**config.mk**
```make
export PLATFORM = sky130hd
export DESIGN_NAME = regfile_scan_reader
export DESIGN_NICKNAME = d
export VERILOG_FILES = /design/src/rtl/regfile_scan_reader.sv
export SDC_FILE = /design/constraint.sdc
export NUM_CORES = 1
export LEC_CHECK = 0
export CAP_MARGIN = 20
export CORE_MARGIN = 5
export CORE_UTILIZATION = 48
export CTS_BUF_LIST = sky130_fd_sc_hd__clkbuf_8
export DETAILED_ROUTE_END_ITERATION = 12
export PLACE_DENSITY = 0.92
export SLEW_MARGIN = 20
export SYNTH_ARGS = -nofsm -noshare
export SYNTH_HDL_FRONTEND = slang
export SYNTH_SLANG_ARGS = --single-unit
```
**constraint.sdc**
```tcl
create_clock -name clock -period 2.57 [get_ports clock]
set_input_delay 0.3855 -clock clock [delete_from_list [all_inputs] [get_ports clock]]
set_output_delay 0.3855 -clock clock [all_outputs]
set_load 0.02 [all_outputs]
```
**src/rtl/regfile_scan_reader.sv**
```systemverilog
// -----------------------------------------------------------------------------
// regfile_scan_reader
//
// Reader-side companion to the 32x32 register file. It owns one read-address
// port of the file, walks an inclusive register range (wrapping through the
// top index back to 0 when first > last) and streams each value out over a
// valid/ready handshake. Consumers can sample any register window without
// dedicated tap ports. With AUTO_PERIOD > 0 the last programmed range is
// rescanned automatically AUTO_PERIOD idle cycles after each completed scan.
//
// Ports
//   clock         system clock, all state on the rising edge
//   ctrl_reset_n  asynchronous active-low reset
//   start         one-cycle scan request, ignored while busy
//   abort         terminate the current scan (no done pulse)
//   first_reg     first register index, sampled on an accepted start
//   last_reg      last register index, sampled on an accepted start
//   ctrl_readReg  read address driven to the register file
//   data_readReg  combinational read data for ctrl_readReg
//   out_valid     out_data/out_index/out_last hold a word
//   out_ready     consumer accepts the word when out_valid & out_ready
//   out_data      register value
//   out_index     register index of out_data
//   out_last      word is the final one of the range
//   busy          scan in progress
//   done          one-cycle pulse after the final word is accepted
// -----------------------------------------------------------------------------
module regfile_scan_reader #(
   parameter int DATA_WIDTH  = 32,
   parameter int ADDR_WIDTH  = 5,
   parameter int AUTO_PERIOD = 0
) (
   input  logic                  clock,
   input  logic                  ctrl_reset_n,
   input  logic                  start,
   input  logic                  abort,
   input  logic [ADDR_WIDTH-1:0] first_reg,
   input  logic [ADDR_WIDTH-1:0] last_reg,
   output logic [ADDR_WIDTH-1:0] ctrl_readReg,
   input  logic [DATA_WIDTH-1:0] data_readReg,
   output logic                  out_valid,
   input  logic                  out_ready,
   output logic [DATA_WIDTH-1:0] out_data,
   output logic [ADDR_WIDTH-1:0] out_index,
   output logic                  out_last,
   output logic                  busy,
   output logic                  done
);

   // Period counter only needs to reach AUTO_PERIOD, where it saturates.
   localparam int                    PERIOD_W   = (AUTO_PERIOD > 0) ? $clog2(AUTO_PERIOD + 1) : 1;
   localparam logic [PERIOD_W-1:0]   PERIOD_MAX = PERIOD_W'(AUTO_PERIOD);
   localparam logic [PERIOD_W-1:0]   PERIOD_ONE = PERIOD_W'(1);
   localparam logic                  AUTO_EN    = (AUTO_PERIOD > 0);
   // Remaining-word counter is one bit wider so a full 32-word range fits.
   localparam logic [ADDR_WIDTH:0]   CNT_ONE    = (ADDR_WIDTH + 1)'(1);
   localparam logic [ADDR_WIDTH-1:0] ADDR_ONE   = ADDR_WIDTH'(1);

   typedef enum logic [1:0] {
      IDLE  = 2'd0,
      READ  = 2'd1,
      DRAIN = 2'd2
   } state_t;

   state_t                  state_q;
   logic [ADDR_WIDTH-1:0]   addr_q;
   logic [ADDR_WIDTH:0]     remaining_q;
   logic [ADDR_WIDTH-1:0]   first_q;
   logic [ADDR_WIDTH-1:0]   last_q;
   logic [PERIOD_W-1:0]     period_q;
   logic                    armed_q;
   logic                    out_valid_q;
   logic [DATA_WIDTH-1:0]   out_data_q;
   logic [ADDR_WIDTH-1:0]   out_index_q;
   logic                    out_last_q;
   logic                    done_q;

   logic                    auto_fire_d;
   logic                    launch_d;
   logic [ADDR_WIDTH-1:0]   scan_first_d;
   logic [ADDR_WIDTH-1:0]   scan_last_d;
   logic [ADDR_WIDTH-1:0]   span_d;
   logic [ADDR_WIDTH:0]     range_len_d;
   logic                    load_d;

   always_comb begin
      // NOTE: every always_comb output is assigned on every path (here
      // unconditionally), so no latch can be inferred.
      auto_fire_d  = AUTO_EN && armed_q && (period_q == PERIOD_MAX);
      launch_d     = start || auto_fire_d;
      // An explicit start wins over the auto trigger and brings new bounds.
      scan_first_d = start ? first_reg : first_q;
      scan_last_d  = start ? last_reg  : last_q;
      // Modular difference gives the wrapped range length for first > last.
      span_d       = scan_last_d - scan_first_d;
      range_len_d  = {1'b0, span_d} + CNT_ONE;
      // The output register may be refilled when empty or being drained.
      load_d       = !out_valid_q || out_ready;
   end

   // NOTE: all state, including the data path, is reset because every
   // output must read 0 during reset; the block holds no memory array.
   always_ff @(posedge clock or negedge ctrl_reset_n) begin
      if (!ctrl_reset_n) begin
         state_q     <= IDLE;
         addr_q      <= '0;
         remaining_q <= '0;
         first_q     <= '0;
         last_q      <= '0;
         period_q    <= '0;
         armed_q     <= 1'b0;
         out_valid_q <= 1'b0;
         out_data_q  <= '0;
         out_index_q <= '0;
         out_last_q  <= 1'b0;
         done_q      <= 1'b0;
      end else begin
         // NOTE: non-blocking assignments keep every register update in this
         // block based on the pre-edge values, independent of statement order.
         done_q <= 1'b0;
         case (state_q)
            IDLE: begin
               if (launch_d) begin
                  first_q     <= scan_first_d;
                  last_q      <= scan_last_d;
                  addr_q      <= scan_first_d;
                  remaining_q <= range_len_d;
                  period_q    <= '0;
                  state_q     <= READ;
                  if (start) begin
                     armed_q <= 1'b1;
                  end
               end else if (AUTO_EN && armed_q && (period_q != PERIOD_MAX)) begin
                  period_q <= period_q + PERIOD_ONE;
               end
            end

            READ: begin
               if (abort) begin
                  out_valid_q <= 1'b0;
                  out_last_q  <= 1'b0;
                  state_q     <= IDLE;
               end else if (load_d) begin
                  out_data_q  <= data_readReg;
                  out_index_q <= addr_q;
                  out_valid_q <= 1'b1;
                  out_last_q  <= (remaining_q == CNT_ONE);
                  addr_q      <= addr_q + ADDR_ONE;
                  remaining_q <= remaining_q - CNT_ONE;
                  if (remaining_q == CNT_ONE) begin
                     state_q <= DRAIN;
                  end
               end
            end

            DRAIN: begin
               if (abort) begin
                  out_valid_q <= 1'b0;
                  out_last_q  <= 1'b0;
                  state_q     <= IDLE;
               end else if (out_valid_q && out_ready) begin
                  out_valid_q <= 1'b0;
                  out_last_q  <= 1'b0;
                  done_q      <= 1'b1;
                  period_q    <= '0;
                  state_q     <= IDLE;
               end
            end

            default: begin
               state_q <= IDLE;
            end
         endcase
      end
   end

   assign ctrl_readReg = addr_q;
   assign out_valid    = out_valid_q;
   assign out_data     = out_data_q;
   assign out_index    = out_index_q;
   assign out_last     = out_last_q;
   assign busy         = (state_q != IDLE);
   assign done         = done_q;

endmodule

```
**Word level (Yosys, flattened, before mapping)**

Index checks and enable logic that the tools add are counted.

- Logic and storage cells: 64
- Output and inout bits: 46
- Register bits: 63
- Bits of input ports: 47

- Add/sub/neg operators: 4
- Bitwise gates (word level): 1
- Mux-type cells: 28
- Reduce and logical (&&, ||, !) cells: 12
- Equality and inequality tests: 9

Operators by type and width:

| cell | count |
|---|---|
| $mux 5 | 5 |
| $mux 6 | 3 |
| $mux 2 | 6 |
| $pmux 6 s2 | 1 |
| $pmux 5 s2 | 1 |
| $mux 1 | 9 |
| $ne 3x3->1 const B | 3 |
| $reduce_and 4->1 | 2 |
| $add 5x1->6 const B | 1 |
| $eq 6x1->1 const B | 1 |
| $ne 2x2->1 const B | 3 |
| $pmux 2 s3 | 1 |
| $reduce_and 3->1 | 2 |
| $reduce_bool 2->1 | 3 |
| $sub 6x1->6 const B | 1 |
| $add 5x1->5 const B | 1 |
| $sub 5x5->5 | 1 |
| $pmux 1 s2 | 2 |
| $eq 2x1->1 const B | 1 |
| $eq 2x2->1 const B | 1 |
| $logic_not 2->1 | 1 |
| $reduce_and 2->1 | 1 |
| $logic_and 1x1->1 | 1 |
| $logic_not 1->1 | 1 |
| 2 further kinds | 2 |

**Logic depth before layout (Yosys ltp)**

- Depth in word-level cells: 5
- Gate-level depth with buffers: 12
- Gate-level depth less buffers: 10

**Least setup slack after synthesis**

OpenSTA, ideal clock, no wires.

- Path type: input port to flip-flop
- Start: input start
- End: register remaining_q[5]
- Data required time: 2.476 ns
- Stages on the path: 9
- Arrival: 2.548 ns
- Setup time: 0.094 ns
- Path buffers: 2
- Setup slack: -0.072 ns
- Cells stage by stage: buf_2 > buf_2 > mux2_2 > fa_1 > a21o_1 > a21oi_2 > xnor2_1 > or3_1 > a221oi_2

- Longest elaborated chain between the ends: 5
- Elaborated cells between the ends (all ways): 8
- Those cells by class: 2 x add/sub; 1 x eq/ne; 4 x mux; 1 x reduce/logical

Ends and longest elaborated chain:

| item | RTL line | text |
|---|---|---|
| start: declaration | 35 | `input logic start,` |
| $mux 5 | 93 | `scan_last_d = start ? last_reg : last_q;` |
| via scan_last_d[1] | 81 | `logic [ADDR_WIDTH-1:0] scan_last_d;` |
| $sub 5x5->5 | 95 | `span_d = scan_last_d - scan_first_d;` |
| $add 5x1->6 | 96 | `range_len_d = {1'b0, span_d} + CNT_ONE;` |
| $mux 6 | 123 | `if (launch_d) begin` |
| $pmux 6 s2 | 121 | `case (state_q)` |
| end signal: assignment | 127 | `remaining_q <= range_len_d;` |
| end signal: assignment | 149 | `remaining_q <= remaining_q - CNT_ONE;` |
| end: declaration | 67 | `logic [ADDR_WIDTH:0] remaining_q;` |

The timed path passes the listed nets, and every way through them passes these cells. The select of a mux whose other input is x is not followed.
A chain may end at the register's enable or synchronous reset.

**Worst setup path in the final report**

- Start: input first_reg[0]
- End: register remaining_q[5]

- Longest elaborated chain between the ends: 5

Ends and longest elaborated chain:

| item | RTL line | text |
|---|---|---|
| start: declaration | 37 | `input logic [ADDR_WIDTH-1:0] first_reg,` |
| $mux 5 | 92 | `scan_first_d = start ? first_reg : first_q;` |
| via scan_first_d[0] | 80 | `logic [ADDR_WIDTH-1:0] scan_first_d;` |
| $sub 5x5->5 | 95 |  |
| $add 5x1->6 | 96 |  |
| $mux 6 | 123 |  |
| $pmux 6 s2 | 121 |  |

The timed path passes the listed nets, and every way through them passes these cells. The select of a mux whose other input is x is not followed.

==> results <==
==> metal layers <==
| metal | wire length [um] | up-vias | track usage |
|---|---|---|---|
| met4 | 61 | 0 | 0.07713 |
| met1 | 2857 | 1143 | 0.2224 |
| met3 | 555 | 9 | 0.03963 |
| met5 | 0 | - | 0 |
| li1 | - | 1115 | - |
| met2 | 3525 | 85 | 0.3232 |
==> cells in the final DEF (no fill, tap or decap), drive strengths merged, types with 2 or more instances in the layout <==
master and count:
mux2i 6, clkinv 4, a22oi 2, or3 2, a211oi 3, nor2b 3, xor2 4, nand2b 3
inv 12, ha 8, nand3b 4, nor3 4, nor2 10, dfrtp 63, buf 14, o22ai 2
a21oi 10, o21ai 12, nand2 37, clkbuf 9, nand3 7, clkdlybuf4s50 90, xnor2 3, mux2 41
==> registers in the layout (all words and copies together), names as in the netlist <==
signal        count
remaining_q       6
out_last          1
out_data         32
last_q            5
state_q           2
ctrl_readReg      5
first_q           5
out_index         5
out_valid         1
done              1
==> power groups by stage <==
stage | Combinational (W) | Sequential [W] | Clock, W
final | 0.00219 | 0.00168 | 0.000784
after global placement | 0.00214 | 0.00166 | 0
after global routing | 0.00237 | 0.00174 | 0.000855
after CTS | 0.00221 | 0.00168 | 0.000812
after detailed placement | 0.00221 | 0.00169 | 0
after floorplan | 0.000807 | 0.00205 | 0
==> per-stage QoR <==
step	area (sq um)	setup TNS (ps)	total power, W	hold WS [ps]	cells
floorplan	2999	0	0.002853	89.91	263
global route	4238	0	0.004959	112.0	445
CTS	4235	0	0.004701	83.30	445
global placement	4059	-1189	0.003799	444.5	430
detailed placement	4059	-1676	0.003896	455.0	430
finish	4238	0	0.004649	80.68	445
==> final cells by class <==
cell class	count	area (sq um)
Clock buffer	9	123.9
Clock inverter	6	53.80
Fill cell	436	1753
Inverter	11	41.29
Multi-Input combinational cell	176	1324
Sequential cell	63	1577
Tap cell	75	93.84
Timing Repair Buffer	105	1025
==> cells by family (layout without fill, tap and decap cells) <==
family / Yosys count / count (layout)
DFF: 63 / 63
xor gates and xnor gates: 7 / 7
AOI/OAI and AO/OA: 38 / 38
and+or+nand+nor: 75 / 75
adders and majority gates: 9 / 9
buffers and inverters: 24 / 131
muxes: 47 / 47
==> worst paths after layout <==
check | slack (ps) | from | endpoint
max | 110 | first_reg[0] | remaining_q[5]$_DFFE_PN0P_
min | 80 | ctrl_reset_n | out_data[30]$_DFFE_PN0P_
max reg2reg | 240 | first_q[0]$_DFFE_PN0P_ | remaining_q[5]$_DFFE_PN0P_
min reg2reg | 480 | first_q[1]$_DFFE_PN0P_ | first_q[1]$_DFFE_PN0P_
max in group asynchronous | 1870 | ctrl_reset_n | out_data[14]$_DFFE_PN0P_
min in group clock | 480 | first_q[1]$_DFFE_PN0P_ | first_q[1]$_DFFE_PN0P_
==> synth_stat cells (3+ instances only) <==
| cell | count |
|---|---|
| nand3_1 | 6 |
| nor2b_1 | 3 |
| xor2_1 | 4 |
| a211oi_1 | 3 |
| a21oi_1 | 9 |
| o21ai_0 | 5 |
| nor3_1 | 4 |
| inv_1 | 10 |
| xnor2_1 | 3 |
| dfrtp_1 | 63 |
| clkbuf_1 | 5 |
| nand3b_1 | 4 |
| nor2_1 | 10 |
| mux2i_1 | 6 |
| nand2_1 | 37 |
| mux2_1 | 37 |
| buf_2 | 8 |
| mux2_2 | 4 |
| ha_1 | 8 |
| o21ai_1 | 7 |
==> worst max-delay path, stage by stage <==
cell and delay (ps):
clkdlybuf4s50_1 480, nand2_1 50, o21ai_0 100, ha_1 190, inv_1 60, fa_2 360, a21o_1 180, a21oi_2 140
xnor2_1 80, or3_1 410, a221oi_2 270
==> timing repair <==
action,4_1_cts,5_1_grt
pin swaps,0,0
endpoints found under the hold margin,0,0
endpoints found under the setup margin,2,1
cloned,0,0
resized for setup,1,1
==> reports/qor.yml <==
core-area_sq_mm: 0.005991
cts_tree: "built"
die_h_um: 88.96
vias: 2352
clkPwrFrac: 0.169
place.gp.congestion: 0.8310
grt_pass1_wl_um: 11340
syn_nets: 319
max_freq_mhz: 405.8
row_count: 28
grt_max_degree: 38
synth.largest_area_cell: "dfrtp_1"
wirelength_um: 7000
outcome: "finished, final reports clean"
cts_buffer_depth: 2
path_clk_slew_ps: 70
drv_slew: 0
synth-simple-area-share: 0.1237
holdBufCountCts: 0
synth_top_family_by_area: "multiplexers"
async_flop_share: 1.000
crit_fanout: 2
synthXorXnorAreaFrac: 0.02048
yosysWarnings: 0
drv_cap: 0
dp_worst_setup_slack_ps: -441.9
cts_sinks: 63
dpl.hpwl_um: 5333
timing.final.crit_share: 0.9590
avgSynthCellArea_sq_um: 11.38
p_sw_w: 0.001710
yosysSeqAreaShare: 0.5268
seq_power_share: 0.361
period_needed_ps: 2465
cts_root_buf: "clkbuf_8"
grt-ovfl-total: 0
synth_area_sq_mm: 0.002993
fin_util: 0.7074
cp.required_ps: 2810
syn2layout_area_growth_pct: 41.60
reg2reg_depth: 10
drtIter0Drc: 84
ys.flop_type: "dfrtp_1"
synth.area.top_cells: "dfrtp_1 (53%), mux2_1 (14%), nand2_1 (4.6%)"
first_global_vias: 2444
synthMuxAreaShare: 0.1743
maxSlewHeadroom: 0.5612
max-vdd-ir-drop_mv: 0.6486
setup_violations: 0
power_density_mw_per_mm2: 1097
setup_slack_ps: 105.5
synth_edf_count: 0
hold_class: "in2async"
synth_compound_area_frac: 0.08110
synth_adder_area_share: 0.04013
leakage_nw: 1.878
grt_usage: 0.1853
hold_violations: 0
ant_nets: 0
num_io_pins: 93
skew_ps: 12.12
drive_above_1_share: 0.1054
crit_type: "in2reg"
die_w_um: 88.96
ys_seq_elements: 63
start_util: 0.4996
route.detailed.drc: 0
post_cts.repair.setup_buffers: 0
worst_pin_slew_ps: 658.2
intPower_w: 0.002939
clk_latency_ps: 330
portBuffers: 92
crit_path_end_kind: "flip-flop"
vias_per_cell: 5.285
fin_nets: 422
switching_share: 0.3678
diodes: 0
cts_buffers: 9
die_area_sq_mm: 0.007914
firstDrtPassIters: 4
comb_power_share: 0.471
cts_max_level: 3
synth_top_cell_area_share: 0.5268
cp.arrival_ps: 2710
startpoint_type: "input pin"
antenna_found_initial: 0
synthCells: 263
rsz0062_at_grt: "no"
synth.distinct_cells: 43
wl_per_cell_um: 15.73
No activity file was read; power rests on OpenSTA's default activity.
